`src/rtl/unsigned_serial_subtractor.sv`:
```
// Bit-serial unsigned subtractor: a - b, one bit per clock, LSB first.
// Result, borrow and zero flag are held after DONE until the next accepted start.
module unsigned_serial_subtractor #(
    parameter int WIDTH = 4
) (
    input  logic             clk,
    input  logic             rst,
    input  logic             start,
    input  logic [WIDTH-1:0] a,
    input  logic [WIDTH-1:0] b,
    output logic             busy,
    output logic             done,
    output logic [WIDTH-1:0] diff,
    output logic             borrow_out,
    output logic             zero
);

    localparam int CW = (WIDTH > 2) ? $clog2(WIDTH) : 1;

    typedef enum logic [1:0] {
        IDLE,
        RUN,
        DONE
    } state_t;

    state_t           state;
    state_t           state_next;
    logic [WIDTH-1:0] a_sh;
    logic [WIDTH-1:0] b_sh;
    logic [WIDTH-1:0] diff_sh;
    logic [WIDTH-1:0] diff_next;
    logic [CW-1:0]    cnt;
    logic             br;
    logic             br_next;
    logic             d_bit;
    logic             accept;
    logic             last_bit;

    assign last_bit  = (cnt == CW'(WIDTH - 1));
    assign d_bit     = a_sh[0] ^ b_sh[0] ^ br;
    assign br_next   = (~a_sh[0] & b_sh[0]) | (~(a_sh[0] ^ b_sh[0]) & br);
    assign diff_next = {d_bit, diff_sh[WIDTH-1:1]};

    always_ff @(posedge clk) begin
        if (rst) state <= IDLE;
        else     state <= state_next;
    end

    always_comb begin
        // NOTE: defaults first so every path assigns every output; no latch can form.
        state_next = state;
        accept     = 1'b0;
        case (state)
            IDLE: begin
                if (start) begin
                    accept     = 1'b1;
                    state_next = RUN;
                end
            end
            RUN: begin
                if (last_bit) state_next = DONE;
            end
            DONE: begin
                accept     = start;
                state_next = start ? RUN : IDLE;
            end
            default: state_next = IDLE;
        endcase
    end

    // start during RUN falls through here untouched: not accepted, not queued.
    always_ff @(posedge clk) begin
        if (rst) begin
            a_sh       <= '0;
            b_sh       <= '0;
            diff_sh    <= '0;
            cnt        <= '0;
            br         <= 1'b0;
            borrow_out <= 1'b0;
            zero       <= 1'b0;
        end else if (accept) begin
            a_sh       <= a;
            b_sh       <= b;
            diff_sh    <= '0;
            cnt        <= '0;
            br         <= 1'b0;
            borrow_out <= 1'b0;
            zero       <= 1'b0;
        end else if (state == RUN) begin
            a_sh    <= {1'b0, a_sh[WIDTH-1:1]};
            b_sh    <= {1'b0, b_sh[WIDTH-1:1]};
            diff_sh <= diff_next;
            cnt     <= cnt + 1'b1;
            br      <= br_next;
            if (last_bit) begin
                borrow_out <= br_next;
                zero       <= (diff_next == '0);
            end
        end
    end

    assign busy = (state == RUN);
    assign done = (state == DONE);
    assign diff = diff_sh;

endmodule

```
`config.mk`:
```
export PLATFORM = sky130hd
export DESIGN_NAME = unsigned_serial_subtractor
export DESIGN_NICKNAME = d
export VERILOG_FILES = /design/src/rtl/unsigned_serial_subtractor.sv
export SDC_FILE = /design/constraint.sdc
export NUM_CORES = 1
export LEC_CHECK = 0
export BUFFER_PORTS_ARGS = -buffer_cell sky130_fd_sc_hd__buf_4
export CORE_MARGIN = 2
export CORE_UTILIZATION = 40
export DETAILED_ROUTE_END_ITERATION = 10
export GPL_TIMING_DRIVEN = 0
export MAX_ROUTING_LAYER = met4
export PLACE_DENSITY = 0.67
export SYNTH_ARGS = -nofsm -noshare
export SYNTH_HDL_FRONTEND = slang
export SYNTH_SLANG_ARGS = --single-unit
```
`constraint.sdc`:
```
create_clock -name clk -period 1.25 [get_ports clk]
set_input_delay 0.25 -clock clk [delete_from_list [all_inputs] [get_ports clk]]
set_output_delay 0.25 -clock clk [all_outputs]
set_load 0.005 [all_outputs]
```
# Word level (Yosys, flattened, before mapping)
# Cells that the tools add are included.
[classes] add_sub_neg=1 n_eq_ne=5 muxes=10 bitwise=7 reduce_logical=6
[ops] op="$mux W4" n=4
[ops] op="$pmux W2 S3" n=1
[ops] op="$eq A2 B2 Y1 const B" n=2
[ops] op="$logic_not A4 Y1" n=1
[ops] op="$mux W2" n=2
[ops] op="$reduce_and A2 Y1" n=2
[ops] op="$add A2 B1 Y2 const B" n=1
[ops] op="$and A1 B1 Y1" n=2
[ops] op="$eq A2 B1 Y1 const B" n=1
[ops] op="$logic_not A2 Y1" n=1
[ops] op="$mux W1" n=2
[ops] op="$ne A2 B1 Y1 const B" n=1
[ops] op="$ne A2 B2 Y1 const B" n=1
[ops] op="$not A1 Y1" n=2
[ops] op="$pmux W1 S2" n=1
[ops] op="$reduce_bool A2 Y1" n=1
[ops] op="$reduce_or A2 Y1" n=1
[ops] op="$xor A1 B1 Y1" n=2
[ops] op="$or A1 B1 Y1" n=1
[totals] ff_bits=19 inputBits=11 out_inout_bits=8 wordCells=37

# Depth between registers and ports, before layout
# Gate-level depths: netlist of run 1.
[logic_depth] depth_word=4 depth_mapped=5 depth_no_buf=5

# Worst setup path after synthesis of run 1
# OpenSTA, ideal clock, no wires.
[synth_timing] kind="register to register" from="reg b_sh[0]" to="reg zero" setup_time_ns=0.070 arrival_time_ns=1.266 slack_ns=-0.085 path_stages_with_launch=6 path_buffers=0 path_cell_list="dfxtp_1 > inv_1 > fa_1 > nor4_1 > nand3_1 > a21oi_1"
[synth_between] elab_chain_cells=3
[synth_lines] item="from (decl)" line_no="29" text="logic [WIDTH-1:0] b_sh;"
[synth_lines] item="from (signal assigned)" line_no="91" text="b_sh <= {1'b0, b_sh[WIDTH-1:1]};"
[synth_lines] item="$xor A1 B1 Y1 (2 in a row)" line_no="40" text="assign d_bit = a_sh[0] ^ b_sh[0] ^ br;"
[synth_lines] item="net d_bit" line_no="35" text="logic d_bit;"
[synth_lines] item="$logic_not A4 Y1" line_no="97" text="zero <= (diff_next == '0);"
[synth_lines] item="to (signal assigned)" line_no="97"
[synth_lines] item="to (decl)" line_no="15" text="output logic zero"
# The timed path passes the listed nets, and every way through them passes these cells.
# A chain may end at the register's enable or synchronous reset.

# Worst setup path in the final report of run 1
# Same ends and word-level chain as after synthesis.

==> qor.txt, run 1 <==
Detailed Routing Iterations Pass 1 -> 4
antenna violations before repair -> 0
H-tree Lvls -> 1
CP Max Fanout -> 2
TNS Setup -> -118.7 ps
Clock Latency Late Sink -> 290 ps
Period minus WS final -> 1325 ps
TritonCTS clock tree -> yes
core area -> 0.001902 mm^2
Final Hold Fails -> 0
total CTS buffers -> 3
Synth area leaders -> dfxtp_1 (48%), nand2_1 (7.1%), nor3_1 (5.1%)
Hold Buf Count CTS -> 0
Ant. Diodes -> 0
Post-route DRC -> 0
synth cell count leaders -> dfxtp_1 (19), nand2_1 (15), nor3_1 (8), a21oi_1 (7), nor2_1 (6)
Total Routing Usage GR -> 0.1576
post-synthesis async set-or-reset flop share -> 0
finished layout cell area -> 0.001072 mm^2
yosys warns -> 0
Starting DRT DRC Count -> 7
Setup CP Type -> register to register
dpl cell area -> 957.2 um^2
largest net degree at the start of global routing -> 11
critical path required time -> 1480 ps
root buf cell -> clkbuf_4
layout cells sized above 1 -> 0.3879
count leader, synth -> dfxtp_1
PwrDens -> 1133 mW/mm^2
Tot Pwr -> 0.001215 W
die area -> 0.002342 mm^2
sequential area share after synthesis -> 0.4825
wire length of the first global-routing pass -> 2.884 mm
final setup fails -> 2
synthesized flop and latch total -> 19
failing checks -> setup timing
clk sink count -> 19
maximum buffer depth of the clock tree -> 2
gr ovfl total -> 0
Worst setup EP type -> register
startpoint type of the worst setup path -> register
status -> finished with violations
Pleak -> 0.4319 nW
max-slew violations -> 0
RSZ-0062 raised after global routing -> yes
share of the cycle needed by the critical path after routing -> 1.060
gp weighted congestion -> 0.7225
number of global-route vias before repair -> 691
syn_nets -> 99
# port buffers -> 18
worst-margin pin slew -> 440.2 ps
via/cell ratio -> 4.993
cell taking the most area after synthesis -> dfxtp_1
max_slew headroom -> 0.7065
wire length per cell -> 11.94 um
Cell Rows -> 16
PnR worst setup slack -> -74.75 ps
Avg Inst Size Synth -> 9.166 um^2
final wirelength -> 1.707 mm
Starting Density -> 0.4145
Post-Syn Area -> 788.3 um^2
# IOs -> 19
antenna-violating nets left -> 0
Hold WC Path Type -> primary input to register
Syn-to-layout area delta -> 36.03%
Post-Syn Instances -> 86
Post-synth top flop -> dfxtp_1
via count -> 714
Clock Pin Slew Worst Setup and Hold Paths -> 110 ps
count of cell types in the netlist -> 27
Die Y -> 48.39 um
fin util -> 0.5638
top-area cell type share of the netlist area -> 0.4825
Nets -> 130
Setup Skew -> 1.836 ps
CP Data Arrival Time -> 1560 ps
EDFF count, synth -> 0
worst ir drop on vdd -> 640.7 uV
Die Wd -> 48.39 um
Max Fclk -> 754.9 MHz
post-DP HPWL -> 1.145 mm
max cap viols -> 0
area by class of cell:
type | instances | area (um^2)
Fill cell | 191 | 829.5
Inverter | 3 | 13.76
Buffer | 5 | 43.79
Tap cell | 27 | 33.78
Timing Repair Buffer | 26 | 198.9
Sequential cell | 19 | 386.6
Multi-Input combinational cell | 59 | 369.1
Clock buffer | 4 | 26.28
cells in the final DEF, fill, tap and decap left out, types with 2 or more instances in the layout:
cell	n
dfxtp_1	14
nor3_1	8
a311oi_1	3
dfxtp_2	5
mux2i_1	2
a21oi_1	7
nand2_1	15
buf_4	25
clkbuf_4	3
buf_8	2
clkbuf_1	2
o22ai_1	4
nor2_1	6
buf_2	2
power by group:
part | internal, W | switching, W | total (W)
combinational | 0.000129 | 0.000113 | 0.000242
sequential | 0.000640 | 0.0000219 | 0.000662
clock | 0.000124 | 0.000187 | 0.000311
critical path, stage by stage (launching register included):
cell,delay (ps)
dfxtp_2,340
inv_2,40
fa_1,490
nor4_2,150
nand3_1,110
a21oi_1,140
repair_timing:
action	in CTS	in global routing
gates resized for setup	7	4
setup buffers	2	6
cloned	0	0
endpoints found under the setup margin	2	2
per-stage QoR:
step | hold WS [ps] | setup WS [ps] | instances
2_1_floorplan | 430.8 | 3.505 | 86
3_3_place_gp | 443.4 | -87.05 | 131
3_5_place_dp | 452.4 | -105.4 | 131
4_1_cts | 242.9 | -122.1 | 137
5_1_grt | 232.4 | -207.7 | 143
6_report | 243.6 | -74.75 | 143
worst paths after layout:
path                start  endpoint  slack, ps  depth (start not counted)
setup / recovery  b_sh[0]      zero        -70                          5
hold / removal       a[2]   a_sh[2]        240                          3
setup reg to reg  b_sh[0]      zero        -70                          5
hold reg to reg      zero      zero        460                          2
registers in the layout (all words and copies together), names as in the netlist:
name and flops:
br 1, cnt 2, a_sh 4, diff 4, state 2, zero 1
b_sh 4, borrow_out 1
metal layers:
| metal | up-vias | share of wire | track usage | wire length [um] |
|---|---|---|---|---|
| met2 | 12 | 0.50 | 0.2755 | 850 |
| met4 | 0 | 0.0070 | 0.05714 | 12 |
| li1 | 360 | - | - | - |
| met5 | - | 0 | - | 0 |
| met3 | 2 | 0.025 | 0.03395 | 43 |
| met1 | 340 | 0.47 | 0.1779 | 800 |
kinds of logic (layout without fill, tap and decap cells):
kind of cell / count (synthesis) / after routing / share of synthesized area
DFF: 19 / 19 / 0.4825
AOI/OAI and AO/OA: 17 / 17 / 0.1540
buffers and inverters: 8 / 38 / 0.06349
adders and majority gates: 2 / 2 / 0.04127
muxes: 2 / 2 / 0.02540
xor gates and xnor gates: 1 / 1 / 0.01111
and+or+nand+nor: 37 / 37 / 0.2222
Note: power is estimated with default switching activity, not from simulation.
==> run 2: changes to the inputs <==
CTS_BUF_LIST = sky130_fd_sc_hd__clkbuf_8   (was not set)
GPL_TIMING_DRIVEN = 1   (was 0)
==> run 2 against run 1 <==
The flow still finishes with violations (setup timing). Sequential power is essentially flat. Setup slack gained 33 ps. Die area is the same. Count of clock-buffer cells in the layout shrank 1. Highest routed layer unchanged.
==> qor.txt, run 2 (synthesized netlist as in run 1, its figures left out) <==
via/cell ratio -> 5.000 (+0.14%)
r2r worst-path depth -> 5 (unchanged)
antenna-violating nets left -> 0 (unchanged)
critical path required time -> 1440 ps (-40 ps)
fin util -> 0.5461 (-0.01776)
CP Max Fanout -> 2 (unchanged)
Comb pwr share -> 0.168 (-0.031)
Detailed Routing Iterations Pass 1 -> 4 (unchanged)
hold_ws -> 241.4 ps (-2.235 ps)
Hold Path Depth -> 2 (-1)
Post-route DRC -> 0 (unchanged)
Pleak -> 0.4126 nW (-4.5%)
pre-CTS WS -> -52.21 ps (+53.23 ps)
Starting Density -> 0.4145 (unchanged)
via count -> 685 (-4.1%)
startpoint type of the worst setup path -> register
Starting DRT DRC Count -> 11 (+4)
Top Family by Delay on Critical Path -> adder cells
max cap viols -> 0 (unchanged)
Final Hold Fails -> 0 (unchanged)
Cell Rows -> 16 (unchanged)
Clock Power Share -> 0.319 (+0.063)
Pint -> 0.0009656 W (+8.1%)
gp weighted congestion -> 0.7868 (+8.9%)
Die Y -> 48.39 um (unchanged)
commonest non-fill, non-tap cells in the layout -> buf_4 (25), nand2_1 (15), dfxtp_1 (15)
layout cells sized above 1 -> 0.3636 (-0.02429)
Ant. Diodes -> 0 (unchanged)
# IOs -> 19 (unchanged)
antenna violations before repair -> 0 (unchanged)
RSZ-0062 raised after global routing -> yes
post-DP HPWL -> 1.140 mm (-0.45%)
status -> finished with violations
total CTS buffers -> 3 (unchanged)
max layer used -> met4
Cell Chain, Critical Path -> inv_2 -> fa_1 -> nor4_2 -> nand3_1 -> a21oi_1
PnR worst setup slack -> -42.14 ps (+32.62 ps)
max-slew violations -> 0 (unchanged)
Total Routing Usage GR -> 0.1566 (-0.0009985)
Setup Skew -> 0.7760 ps (-1.060 ps)
filler instances -> 184 (-3.7%)
worst ir drop on vdd -> 698.4 uV (+9.0%)
crit-path max cell delay -> 490 ps (about the same)
Sw Share -> 0.2511 (-0.01374)
wire length per cell -> 11.89 um (-0.39%)
root buf cell -> clkbuf_8
H-tree Lvls -> 1 (unchanged)
gr ovfl total -> 0 (unchanged)
final setup fails -> 1 (-1)
Sw Pwr -> 0.0003238 W (+0.65%)
Period minus WS final -> 1292 ps (-32.62 ps)
PwrDens -> 1242 mW/mm^2 (+9.6%)
Hold Buf Count CTS -> 0 (unchanged)
Tot Pwr -> 0.001289 W (+6.2%)
Worst setup EP type -> register
Die Wd -> 48.39 um (unchanged)
maximum buffer depth of the clock tree -> 2 (unchanged)
Finished Layout Cells -> 137 (-4.2%)
die area -> 0.002342 mm^2 (unchanged)
power share of the sequential group -> 0.513 (-0.032)
CP max stage cell -> fa_1
core area -> 0.001902 mm^2 (unchanged)
met3 WL -> 57 um (+33%)
worst-margin pin slew -> 240.2 ps (-200.0 ps)
Clock Pin Slew Worst Setup and Hold Paths -> 70 ps (-40 ps)
failing checks -> setup timing
CP Data Arrival Time -> 1480 ps (-80 ps)
final wirelength -> 1.629 mm (-4.6%)
Nets -> 124 (-4.6%)
Placed Cells -> 131 (unchanged)
# port buffers -> 18 (unchanged)
number of global-route vias before repair -> 650 (-5.9%)
critical path depth -> 5 (unchanged)
Max Fclk -> 773.9 MHz (+2.5%)
Clock Latency Late Sink -> 250 ps (-40 ps)
WP buf/inv -> 1 (unchanged)
wire length of the first global-routing pass -> 2.794 mm (-3.1%)
commonest non-fill, non-tap cell in the layout -> buf_4
share of the cycle needed by the critical path after routing -> 1.034 (-0.02609)
largest net degree at the start of global routing -> 12 (+1)
Setup CP Type -> register to register
Met1 Wirelength -> 739 um (-7.6%)
Hold WC Path Type -> primary input to register
Syn-to-layout area delta -> 31.75%
clk sink count -> 19 (unchanged)
TritonCTS clock tree -> yes
routed length on met2 -> 818 um (-3.8%)
max_slew headroom -> 0.8388 (+0.1322)
==> run 2: power groups by stage <==
stage | sequential [W] | combinational [W] | clock [W]
final | 0.000662 | 0.000217 | 0.000411
after CTS | 0.000660 | 0.000208 | 0.000419
after global routing | 0.000666 | 0.000240 | 0.000452
after detailed placement | 0.000672 | 0.000196 | 0
after global placement | 0.000670 | 0.000193 | 0
after floorplan | 0.000667 | 0.000136 | 0
==> run 2: path summary, 6_finish.rpt <==
| path | start | endpoint | slack [ps] |
|---|---|---|---|
| max | b_sh[0] | zero | -40 |
| min reg2reg | diff[0] | diff[0] | 450 |
| max reg2reg | b_sh[0] | zero | -40 |
| min | rst | state[0] | 240 |
==> run 2: worst register-to-register path: cells and delay by family (launching register included) <==
family          cells  cell delay (ps)
fa+ha+maj           1              490
flops               1              320
simple gates        2              240
compound gates      1              140
buf+inv             1               40
==> run 2: final cells by class <==
| type | instances | area (um^2) | area share |
|---|---|---|---|
| tap | 27 | 33.78 | 0.03253 |
| sequential | 19 | 385.4 | 0.3711 |
| timing repair buffer | 25 | 187.7 | 0.1807 |
| clock buffer | 3 | 41.29 | 0.03976 |
| multi-input combinational | 59 | 370.4 | 0.3566 |
| clock inverter | 1 | 3.754 | 0.003614 |
| inverter | 3 | 16.27 | 0.01566 |
==> run 2: metrics by stage <==
step                setup TNS, ps  area (um^2)
detailed placement         -52.21        958.4
global placement           -35.36        958.4
floorplan                       0        788.3
finish                     -42.14         1039
CTS                        -65.70         1023
global route               -124.4         1039
==> run 2: metal layers <==
layer	vias to the layer above	track usage
li1	347	-
met1	322	0.1886
met2	12	0.2593
met3	4	0.03395
met4	0	0.05714
met5	-	-
==> run 2: timing repair <==
item / in CTS / in global routing
endpoints found under the setup margin: 2 / 4
gates resized for setup: 4 / 4
setup buffers: 2 / 0
==> run 3: changes to the inputs <==
MAX_ROUTING_LAYER = not set   (was met4)
==> run 3 against run 2 <==
The run still ends with setup timing left. Via count fell by 0.73%. Design area did not move. Clock skew barely moved. Critical path depth did not move. Die area did not move. Count of clock-buffer cells in the layout did not move.
==> qor.txt, run 3 (synthesized netlist as in run 1, its figures left out) <==
Setup CP Type -> register to register
critical path required time -> 1440 ps (about the same)
commonest non-fill, non-tap cells in the layout -> buf_4 (25), nand2_1 (15), dfxtp_1 (15)
Hold WC Path Type -> primary input to register
TNS Setup -> -41.59 ps (+0.5430 ps)
RSZ-0062 raised after global routing -> yes
TritonCTS clock tree -> yes
gr ovfl total -> 0 (unchanged)
antenna violations before repair -> 0 (unchanged)
# IOs -> 19 (unchanged)
Syn-to-layout area delta -> 31.75% (unchanged)
Die Wd -> 48.39 um (unchanged)
worst ir drop on vdd -> 698.2 uV (about the same)
max-slew violations -> 0 (unchanged)
Period minus WS final -> 1292 ps (-0.5430 ps)
Die Y -> 48.39 um (unchanged)
maximum buffer depth of the clock tree -> 2 (unchanged)
crit-path max cell delay -> 490 ps (about the same)
Final Hold Fails -> 0 (unchanged)
startpoint type of the worst setup path -> register
antenna-violating nets left -> 0 (unchanged)
final wirelength -> 1.630 mm (about the same)
Worst setup EP type -> register
Post-route DRC -> 0 (unchanged)
H-tree Lvls -> 1 (unchanged)
Starting Density -> 0.4145 (unchanged)
largest net degree at the start of global routing -> 12 (unchanged)
root buf cell -> clkbuf_8
failing checks -> setup timing
Cell Rows -> 16 (unchanged)
layout cells sized above 1 -> 0.3636 (unchanged)
CP max stage cell -> fa_1
# port buffers -> 18 (unchanged)
Max Fclk -> 774.2 MHz (about the same)
clk sink count -> 19 (unchanged)
Setup Skew -> 1.036 ps (+0.2599 ps)
PnR worst setup slack -> -41.59 ps (+0.5430 ps)
Clock Pin Slew Worst Setup and Hold Paths -> 70 ps (about the same)
CP Max Fanout -> 2 (unchanged)
total CTS buffers -> 3 (unchanged)
r2r setup slk -> -40 ps (about the same)
wire length of the first global-routing pass -> 2.787 mm (-0.25%)
via/cell ratio -> 4.964 (-0.73%)
post-DP HPWL -> 1.140 mm (unchanged)
Placed Cells -> 131 (unchanged)
Total Routing Usage GR -> 0.1523 (-0.004336)
Finished Layout Cells -> 137 (unchanged)
fin util -> 0.5461 (unchanged)
PwrDens -> 1241 mW/mm^2 (about the same)
wire length per cell -> 11.90 um (about the same)
final setup fails -> 1 (unchanged)
Starting DRT DRC Count -> 10 (-1)
core area -> 0.001902 mm^2 (unchanged)
max cap viols -> 0 (unchanged)
status -> finished with violations
share of the cycle needed by the critical path after routing -> 1.033 (about the same)
CP Data Arrival Time -> 1480 ps (about the same)
max_slew headroom -> 0.8406 (+0.001855)
Detailed Routing Iterations Pass 1 -> 4 (unchanged)
Clock Latency Late Sink -> 250 ps (about the same)
Pleak -> 0.4126 nW (unchanged)
Ant. Diodes -> 0 (unchanged)
die area -> 0.002342 mm^2 (unchanged)
Nets -> 124 (unchanged)
commonest non-fill, non-tap cell in the layout -> buf_4
number of global-route vias before repair -> 650 (unchanged)
gp weighted congestion -> 0.7763 (-1.3%)
via count -> 680 (-0.73%)
Cell Chain, Critical Path -> inv_2 -> fa_1 -> nor4_2 -> nand3_1 -> a21oi_1
worst-margin pin slew -> 237.4 ps (-2.764 ps)
-- run 3: cell counts in the layout (fill, tap and decap cells not counted) --
Identical to the previous run, type by type.
-- run 3: worst paths after layout --
check                             start        to  cells past startpoint
worst max-delay path            b_sh[0]      zero                      5
worst min-delay path                rst  state[0]                      2
worst max register to register  b_sh[0]      zero                      5
worst min register to register  diff[0]   diff[0]                      2
-- run 3: layer usage --
layer,GRT usage,vias to the layer above,wire length [um]
met5,0,-,0
met4,0.05714,0,12
met3,0.03395,2,62
met2,0.2593,13,814
met1,0.1886,317,741
li1,-,348,-
-- run 3: where the power goes --
part / switching (W) / total (W) / internal, W
logic: 0.000109 / 0.000217 / 0.000107
clock network: 0.000192 / 0.000410 / 0.000218
registers: 0.0000213 / 0.000662 / 0.000640
total: 0.000323 / 0.00129 / 0.000966
-- run 3: timing repair --
action,4_1_cts,5_1_grt
setup buffers,2,0
hold buffers,0,0
gates resized for setup,4,4
pin swaps,0,0
setup endpoints to repair,2,4
-- run 3: per-stage QoR --
step / cell area [um^2] / hold WS [ps] / power, W / worst slack (ps)
after floorplan: 788.3 / 430.8 / 0.0008031 / 3.505
after global placement: 958.4 / 444.4 / 0.0008633 / -35.36
after detailed placement: 958.4 / 447.1 / 0.0008686 / -52.21
after CTS: 1023 / 246.4 / 0.001288 / -65.70
after global routing: 1039 / 257.6 / 0.001358 / -124.4
final: 1039 / 247.6 / 0.001289 / -41.59
-- run 3: worst max-delay path: cells and delay by family (launching register included) --
family | cells | cell delay [ps]
AOI/OAI and AO/OA | 1 | 140
adders and majority gates | 1 | 490
buffers and inverters | 1 | 40
DFF | 1 | 320
and+or+nand+nor | 2 | 240
-- run 3: area by class of cell --
class                           instances  area, um^2
Fill cell                             184       863.3
Sequential cell                        19       385.4
Multi-Input combinational cell         59       370.4
Timing Repair Buffer                   25       187.7
Clock buffer                            3       41.29
Tap cell                               27       33.78
Inverter                                3       16.27
Clock inverter                          1       3.754
